**src/rtl/time_edit_pkg.sv**
```systemverilog
// Shared types and limits for the RTC time-setting controller.
package time_edit_pkg;

  typedef enum logic [1:0] {
    IDLE,
    EDIT,
    COMMIT
  } state_e;

  localparam logic [1:0] FIELD_HOUR = 2'd0;
  localparam logic [1:0] FIELD_MIN  = 2'd1;
  localparam logic [1:0] FIELD_SEC  = 2'd2;

  localparam logic [7:0] HOUR_MAX   = 8'h23;
  localparam logic [7:0] MINSEC_MAX = 8'h59;

endpackage

```
**src/rtl/bcd_field_step.sv**
```systemverilog
// Combinational packed-BCD +/-1 with wrap between 00 and max_i.
module bcd_field_step (
  input  logic [7:0] val_i,
  input  logic [7:0] max_i,
  input  logic       up_i,
  output logic [7:0] val_o
);

  logic [3:0] hi;
  logic [3:0] lo;

  assign hi = val_i[7:4];
  assign lo = val_i[3:0];

  always_comb begin
    val_o = val_i;
    if (up_i) begin
      // out-of-range loads also land on 00
      if (val_i >= max_i || lo > 4'd9) val_o = 8'h00;
      else if (lo == 4'd9)             val_o = {hi + 4'd1, 4'd0};
      else                             val_o = {hi, lo + 4'd1};
    end else begin
      if (val_i == 8'h00 || val_i > max_i || lo > 4'd9) val_o = max_i;
      else if (lo == 4'd0) val_o = {hi - 4'd1, 4'd9};
      else                 val_o = {hi, lo - 4'd1};
    end
  end

endmodule

```
**src/rtl/time_edit_controller.sv**
```systemverilog
// User time-setting FSM: edit buffer, field cursor, RTC write handshake.
// Optional EDIT_TIMEOUT_EN abandons EDIT after TIMEOUT_CYCLES idle cycles.
module time_edit_controller
  import time_edit_pkg::*;
#(
  parameter int unsigned TIMEOUT_CYCLES = 500_000_000
) (
  input  logic       CLK,
  input  logic       RESET,
  input  logic       EditPulse,
  input  logic       UpPulse,
  input  logic       DownPulse,
  input  logic       LeftPulse,
  input  logic       RightPulse,
  input  logic [7:0] HourIn,
  input  logic [7:0] MinIn,
  input  logic [7:0] SecIn,
  input  logic       WriteAck,
  output logic [7:0] HourOut,
  output logic [7:0] MinOut,
  output logic [7:0] SecOut,
  output logic [1:0] Cursor,
  output logic       Editing,
  output logic       WriteReq
);

  state_e     state_q, state_d;
  logic [7:0] hour_q, hour_d;
  logic [7:0] min_q, min_d;
  logic [7:0] sec_q, sec_d;
  logic [1:0] cursor_q, cursor_d;
  logic       editing_q, editing_d;
  logic       write_req_q, write_req_d;

  logic [7:0] fld_cur;
  logic [7:0] fld_max;
  logic [7:0] fld_nxt;

`ifdef EDIT_TIMEOUT_EN
  logic [31:0] idle_cnt_q, idle_cnt_d;
`else
  logic [31:0] unused_timeout;
  assign unused_timeout = TIMEOUT_CYCLES;
`endif

  always_comb begin
    unique case (cursor_q)
      FIELD_MIN: begin
        fld_cur = min_q;
        fld_max = MINSEC_MAX;
      end
      FIELD_SEC: begin
        fld_cur = sec_q;
        fld_max = MINSEC_MAX;
      end
      default: begin
        fld_cur = hour_q;
        fld_max = HOUR_MAX;
      end
    endcase
  end

  bcd_field_step u_step (
    .val_i (fld_cur),
    .max_i (fld_max),
    .up_i  (UpPulse),
    .val_o (fld_nxt)
  );

  always_comb begin
    state_d  = state_q;
    hour_d   = hour_q;
    min_d    = min_q;
    sec_d    = sec_q;
    cursor_d = cursor_q;
`ifdef EDIT_TIMEOUT_EN
    idle_cnt_d = '0;
`endif
    unique case (state_q)
      IDLE: begin
        hour_d = HourIn;
        min_d  = MinIn;
        sec_d  = SecIn;
        if (EditPulse) begin
          state_d  = EDIT;
          cursor_d = FIELD_HOUR;
        end
      end
      EDIT: begin
        priority case (1'b1)
          EditPulse: state_d = COMMIT;
          UpPulse, DownPulse: begin
            unique case (cursor_q)
              FIELD_MIN: min_d  = fld_nxt;
              FIELD_SEC: sec_d  = fld_nxt;
              default:   hour_d = fld_nxt;
            endcase
          end
          LeftPulse:
            cursor_d = (cursor_q == FIELD_HOUR) ? FIELD_SEC
                                                : cursor_q - 2'd1;
          RightPulse:
            cursor_d = (cursor_q == FIELD_SEC) ? FIELD_HOUR
                                               : cursor_q + 2'd1;
          default: begin
`ifdef EDIT_TIMEOUT_EN
            if (idle_cnt_q == TIMEOUT_CYCLES - 1) state_d = IDLE;
            else idle_cnt_d = idle_cnt_q + 32'd1;
`endif
          end
        endcase
      end
      COMMIT: begin
        if (WriteAck) state_d = IDLE;
      end
      default: state_d = IDLE;
    endcase
    editing_d   = (state_d != IDLE);
    write_req_d = (state_d == COMMIT);
  end

  always_ff @(posedge CLK) begin
    if (!RESET) begin
      state_q     <= IDLE;
      hour_q      <= 8'h00;
      min_q       <= 8'h00;
      sec_q       <= 8'h00;
      cursor_q    <= FIELD_HOUR;
      editing_q   <= 1'b0;
      write_req_q <= 1'b0;
`ifdef EDIT_TIMEOUT_EN
      idle_cnt_q  <= '0;
`endif
    end else begin
      state_q     <= state_d;
      hour_q      <= hour_d;
      min_q       <= min_d;
      sec_q       <= sec_d;
      cursor_q    <= cursor_d;
      editing_q   <= editing_d;
      write_req_q <= write_req_d;
`ifdef EDIT_TIMEOUT_EN
      idle_cnt_q  <= idle_cnt_d;
`endif
    end
  end

  assign HourOut  = hour_q;
  assign MinOut   = min_q;
  assign SecOut   = sec_q;
  assign Cursor   = cursor_q;
  assign Editing  = editing_q;
  assign WriteReq = write_req_q;

endmodule

```
**config.mk**
```make
export PLATFORM = sky130hd
export DESIGN_NAME = time_edit_controller
export DESIGN_NICKNAME = d
export VERILOG_FILES = /design/src/rtl/time_edit_pkg.sv /design/src/rtl/bcd_field_step.sv /design/src/rtl/time_edit_controller.sv
export SDC_FILE = /design/constraint.sdc
export NUM_CORES = 1
export LEC_CHECK = 0
export ABC_AREA = 1
export CAP_MARGIN = 20
export CELL_PAD_IN_SITES_DETAIL_PLACEMENT = 1
export CELL_PAD_IN_SITES_GLOBAL_PLACEMENT = 1
export CORE_AREA = 3 3 89 91
export DETAILED_ROUTE_END_ITERATION = 10
export DIE_AREA = 0 0 92 94
export GPL_TIMING_DRIVEN = 1
export HOLD_SLACK_MARGIN = 0.1
export PLACE_DENSITY_LB_ADDON = 0.1
export SLEW_MARGIN = 20
export SYNTH_ARGS = -nofsm -noshare
export SYNTH_HDL_FRONTEND = slang
export SYNTH_SLANG_ARGS = --single-unit
```
**constraint.sdc**
```tcl
create_clock -name CLK -period 2.51 [get_ports CLK]
set_input_delay 0.251 -clock CLK [delete_from_list [all_inputs] [get_ports CLK]]
set_output_delay 0.251 -clock CLK [all_outputs]
set_load 0.01 [all_outputs]
```
Yosys cells after proc, flatten, opt, wreduce, memory -nomap -nowiden. Index checks and enable logic that the tools add are counted.

Add/subtract/negate cells: 6. $lt $le $gt $ge: 3. Equal/unequal tests: 14. Multiplexer cells: 31. Reduce and logical (&&, ||, !) cells: 15.

Operators by type and width (number): two-way mux 8 bit (14); one-hot mux 8 bit (2 select lines) (4); two-way mux 2 bit (10); != test 2 bit (second input constant) (6); AND reduction 4 bit (3); adder 4 x 1 -> 4 bit (second input constant) (2); >= comparator 8 x 7 -> 1 bit (1); > comparator 8 x 7 -> 1 bit (1); logical NOT 8 bit (1); subtractor 4 x 1 -> 4 bit (second input constant) (2); two-way mux 7 bit (1); == test 2 bit (second input constant) (3); one-hot mux 2 bit (3 select lines) (1); AND reduction 5 bit (1); == test 2 x 1 -> 1 bit (second input constant) (2); == test 4 bit (second input constant) (1); > comparator 4 bit (second input constant) (1); logical NOT 2 bit (2); logical NOT 4 bit (1); one-hot mux 2 bit (2 select lines) (1); nonzero test 2 bit (2); OR reduction 2 bit (2); logical OR 1 bit (3); != test 3 bit (second input constant) (1); 3 further kinds (3).

Register bits after elaboration: 30. Bits of input ports: 32. Output and inout port bits: 28. Word-level logic and storage cells: 76.

Logic depth before layout (Yosys ltp). Gate-level depths: netlist (run 1).

Word-level depth: 12. Depth in mapped cells: 22. Mapped depth without buffers: 21.

Cells and area by module. From an unflattened synthesis (run 1), not the netlist that was laid out.

Cell total of the unflattened synthesis: 422. Area, all modules: 2459.9 µm².

Modules (own cells, without submodules): time_edit_controller (instances 1, cells an instance 277, area each 1676.6 µm², seq. area each 600.6 µm²); bcd_field_step (instances 1, cells an instance 145, area each 783.3 µm², seq. area each 0.0 µm²).

Worst setup path after synthesis (run 1). No wires, ideal clock.

Path kind: register to register. Start point: register cursor_q[0], in the netlist Cursor[0]. End point: register hour_q[1], in the netlist HourOut[1]. Library setup time: 119 ps. Data arrival time: 2687 ps. Data required time: 2391 ps. Slack: -297 ps. Cell stages (with the launch flop): 22. Path buffers: 2. Clock period less this slack: 2807 ps. Path through: dfxtp_1 > inv_1 > ha_1 > buf_6 > buf_8 > nand2_1 > o21a_1 > inv_1 > ha_1 > inv_1 > a21oi_1 > nand3_1 > nor2_1 > nand3_1 > nand2_1 > nand2_2 > nand2_4 > nand2_2 > nand3_1 > nand2_1 > nand2_2 > a21oi_1.

Word-level cells in the longest chain between the ends: 12. Elaborated cells between the ends (all ways): 27. Those cells by class: add/sub (2); order compare (3); eq/ne (4); mux (11); reduce/logical (7).

RTL lines: start, declared (RTL line time_edit_controller.sv:31) `logic [1:0] cursor_q, cursor_d;`; start signal, assigned (RTL line time_edit_controller.sv:139) `cursor_q <= cursor_d;`; == test 2 bit or == test 2 x 1 -> 1 bit (tied branches) (RTL line time_edit_controller.sv:47, time_edit_controller.sv:93); OR reduction 2 bit (no source line); two-way mux 7 bit (RTL line time_edit_controller.sv:47) `unique case (cursor_q)`; > comparator 8 x 7 -> 1 bit (RTL line bcd_field_step.sv:23) `if (val_i == 8'h00 || val_i > max_i || lo > 4'd9) val_o = max_i;`; logical OR 1 bit (2 in a row) (RTL line bcd_field_step.sv:23); two-way mux 8 bit (RTL line bcd_field_step.sv:23); two-way mux 8 bit (RTL line bcd_field_step.sv:17) `if (up_i) begin`; two-way mux 8 bit (RTL line time_edit_controller.sv:93) `unique case (cursor_q)`; two-way mux 8 bit (2 in a row) (RTL line time_edit_controller.sv:90) `priority case (1'b1)`; one-hot mux 8 bit (2 select lines) (RTL line time_edit_controller.sv:79) `unique case (state_q)`; end signal, assigned (RTL line time_edit_controller.sv:136) `hour_q <= hour_d;`; end, declared (RTL line time_edit_controller.sv:28) `logic [7:0] hour_q, hour_d;`.

Several ways; a longest one is shown, not always the timed one. The select of a mux whose other input is x is not followed. A chain may end at the register's enable or synchronous reset.

Worst setup path after layout (run 1).
Start point: register cursor_q[0], in the netlist Cursor[0]. End point: register min_q[6], in the netlist MinOut[6].

Word-level cells in the longest chain between the ends: 12. Elaborated cells between the ends (all ways): 27. Those cells by class: add/sub (2); order compare (3); eq/ne (4); mux (11); reduce/logical (7).

RTL lines: == test 2 bit or == test 2 x 1 -> 1 bit (tied branches) (RTL line time_edit_controller.sv:47, time_edit_controller.sv:93); OR reduction 2 bit (no source line); two-way mux 7 bit (RTL line time_edit_controller.sv:47); > comparator 8 x 7 -> 1 bit (RTL line bcd_field_step.sv:23); logical OR 1 bit (2 in a row) (RTL line bcd_field_step.sv:23); two-way mux 8 bit (RTL line bcd_field_step.sv:23); two-way mux 8 bit (RTL line bcd_field_step.sv:17); two-way mux 8 bit (RTL line time_edit_controller.sv:93); two-way mux 8 bit (2 in a row) (RTL line time_edit_controller.sv:90); one-hot mux 8 bit (2 select lines) (RTL line time_edit_controller.sv:79); end signal, assigned (RTL line time_edit_controller.sv:137) `min_q <= min_d;`; end, declared (RTL line time_edit_controller.sv:29) `logic [7:0] min_q, min_d;`.

Several ways; a longest one is shown, not always the timed one. The select of a mux whose other input is x is not followed.

==> flow_summary.yaml, run 1 <==
placed_design:
  numPortBuffers: 59
  gp_congestion: 0.850
  hpwl_mm: 6.51
  dpl_cell_area_mm2: 0.00296
  place_inst: 490
  preCtsSetupSlack_ns: -0.0205
synth:
  synth_cells: 326
  yosysUniqueCellTypes: 32
  synth_compound_area_share_pct: 25.2
  synth_edf_count: 0
  synthXorXnorAreaFrac_pct: 0.412
  synth_fa_ha_area_share_pct: 4.12
  synth_flop_cell: "dfxtp_1"
  ys_seq_area_share_pct: 28.3
  synth_top_family_by_area: "simple AND/OR/NAND/NOR gates"
  synth_simple_gate_area_share_pct: 33.2
  synthMuxAreaShare_pct: 0
  synth-seq-cells: 30
  synth_warnings: 0
  async_flop_share_pct: 0
  syn_area_per_cell_um2: 6.52
  netlist_area_mm2: 0.00212
  syn_nets: 365
floorplanning:
  die-area_mm2: 0.00865
  die_w_um: 92
  coreArea_mm2: 0.00721
  io_pins: 60
  initial_core_util_pct: 29.4
  rows: 31
  dieHeight_um: 94
cells_and_area:
  layout-drive-gt1-share_pct: 23.9
  syn_to_final_growth_pct: 51.0
  n_fill_cell: 925
  insertedDiodeCount: 0
  finish.instance_area_mm2: 0.00321
  nets: 439
  final-instance-count-excl-fill: 500
  postLayoutCoreUtil_pct: 44.5
grt:
  grt_pass1_vias: 2603
  gr-usage-all-layers_pct: 19.6
  antenna_found_initial: 0
  grt_max_degree: 28
  overflow: 0
  grt_pass1_wl_mm: 13.4
timing:
  fmax_ghz: 0.404
  worst_pin_slew_ns: 0.475
  maxSlewViolCount: 0
  min_period_ns: 2.47
  setup_slack_ns: 0.0356
  finClkSkew_ns: 0.00282
  period_share_pct: 98.6
  final-setup-viol-count: 0
  fin_hold_ws_ns: 0.542
  grt_setup_unrepaired: "true"
  hold_viol: 0
  setup_tns_ns: 0
  max-slew-margin-rel_pct: 68.3
clocking:
  cts_sinks: 30
  tritoncts: "built"
  clk_latency_ns: 0.28
  h-tree-depth: 2
  cts_root_buf: "clkbuf_8"
  path_clk_slew_ns: 0.07
  cts_buffers: 5
  clk_path_buf_depth: 2
route:
  vias: 2490
  routedWlPerCell_um: 16.6
  dr.pass1.iters: 4
  ant_nets: 0
  finalWirelength_mm: 8.31
  drt_first_iter_violations: 77
  drc_errors: 0
  viasPerCell: 4.98
setup_path:
  arrival_ns: 2.68
  endpoint_kind: "flop"
  path_class: "reg -> reg"
  worst_setup_path_start_kind: "flop"
  critPathMaxFanout: 8
  worstPathRequired_ns: 2.72
power:
  combPwrFrac_pct: 58.8
  internal_power_mw: 1.37
  leakage_nw: 1.35
  swShare_pct: 45.2
  ir_worst_vdd_mv: 0.280
  clkPwrFrac_pct: 16.4
  p_sw_mw: 1.13
  power_mw: 2.50
  powerDensity_mw_per_mm2: 780
  p_seq_share_pct: 24.8
run:
  max-cap-violations: 0
hold_path:
  min_path_type: "reg -> reg"
run_status:
  status: "complete, no violations"
area by class of cell:
cell class / instances / area, µm² / area share (%)
Timing Repair Buffer: 77 / 742 / 23.1
Multi-Input combinational cell: 256 / 1520 / 47.5
Clock buffer: 7 / 86.3 / 2.69
Inverter: 30 / 120 / 3.74
Tap cell: 99 / 124 / 3.86
Clock inverter: 1 / 5.00 / 0.156
Sequential cell: 30 / 608 / 19.0
power by group through the flow:
stage / registers (mW) / logic [mW] / clock network [mW]
floorplan: 0.636 / 0.831 / 0
global placement: 0.626 / 1.34 / 0
detailed placement: 0.625 / 1.36 / 0
CTS: 0.616 / 1.39 / 0.419
global route: 0.629 / 1.62 / 0.445
finish: 0.620 / 1.47 / 0.410
per-layer routing:
layer	vias up	wire length (µm)	GRT usage [%]
li1	1246	-	-
met1	1195	4000	26.1
met2	45	4020	33.8
met3	4	236	2.96
met4	0	46	3.34
met5	-	0	0
critical path: stages, from the launching register on:
cell and delay, ns:
dfxtp_4 0.38, inv_4 0.06, ha_4 0.27, nand2_2 0.08, o21a_4 0.13, inv_4 0.04
ha_4 0.25, inv_2 0.03, a21oi_2 0.08, nand3_1 0.08, nor2_2 0.13, nand3b_1 0.15
nand2_4 0.15, nand2_4 0.09, nand2_4 0.10, nand3_1 0.06, nand2_1 0.08, nand2_2 0.08
a21oi_1 0.15
flip-flops by register name (all words and copies together), names as in the netlist:
register,count
MinOut,8
WriteReq,1
Editing,1
HourOut,8
Cursor,2
SecOut,8
state_q,2
synth_stat cells (all sizes together) (3+ instances only):
library cell   n  area [µm²]
a21oi         56         280
nand4          7        43.8
ha             7        87.6
buf            7        62.6
o21ai         39         203
or2            4        25.0
nor2          29         121
clkbuf         3        11.3
nand2         78         340
dfxtp         30         601
inv           30         113
nand3         29         168
layout by cell type (no fill, tap or decap), types with 2 or more instances in the layout:
cell,Yosys,final
buf_4,2,16
ha_4,0,4
nand2_4,2,7
or2_1,3,3
o21ai_2,2,3
ha_1,7,2
nand3_2,2,6
dfxtp_4,0,2
o21ai_0,32,32
a21oi_1,56,41
clkbuf_8,0,6
nor2_2,2,3
o21ai_1,5,4
inv_2,6,7
nand4_1,7,7
dfxtp_1,30,28
nand2_1,63,56
a21oi_2,0,15
inv_1,24,20
nand3_1,26,22
nand2_2,13,15
nor2_1,26,25
inv_4,0,3
clkdlybuf4s50_1,0,59
cell families (layout without fill, tap and decap cells):
kind of cell	after synthesis	count (layout)
compound gates	100	100
xor+xnor	1	1
fa+ha+maj	7	7
buf+inv	40	115
flops	30	30
simple gates	148	148
worst paths after layout:
| check | start | endpoint | slack, ns | cells after the start |
|---|---|---|---|---|
| worst max-delay path | Cursor[0] | MinOut[6] | 0.04 | 18 |
| worst min-delay path | Cursor[1] | Cursor[1] | 0.54 | 2 |
| worst max register to register | Cursor[0] | MinOut[6] | 0.04 | 18 |
| worst min register to register | Cursor[1] | Cursor[1] | 0.54 | 2 |
what timing repair did:
item	4_1_cts	5_1_grt
hold buffers	0	0
endpoints found under the hold margin	0	0
resized for setup	5	33
buffers inserted	0	2
endpoints found under the setup margin	14	24
cloned	0	0
pin swaps	4	18
(Power assumes the default switching activity.)
==> run 2, diff against run 1 <==
SLEW_MARGIN = not set   (was 20)
==> results of run 2 <==
No change in the layout: final DEF, timing and power equal those of run 1.
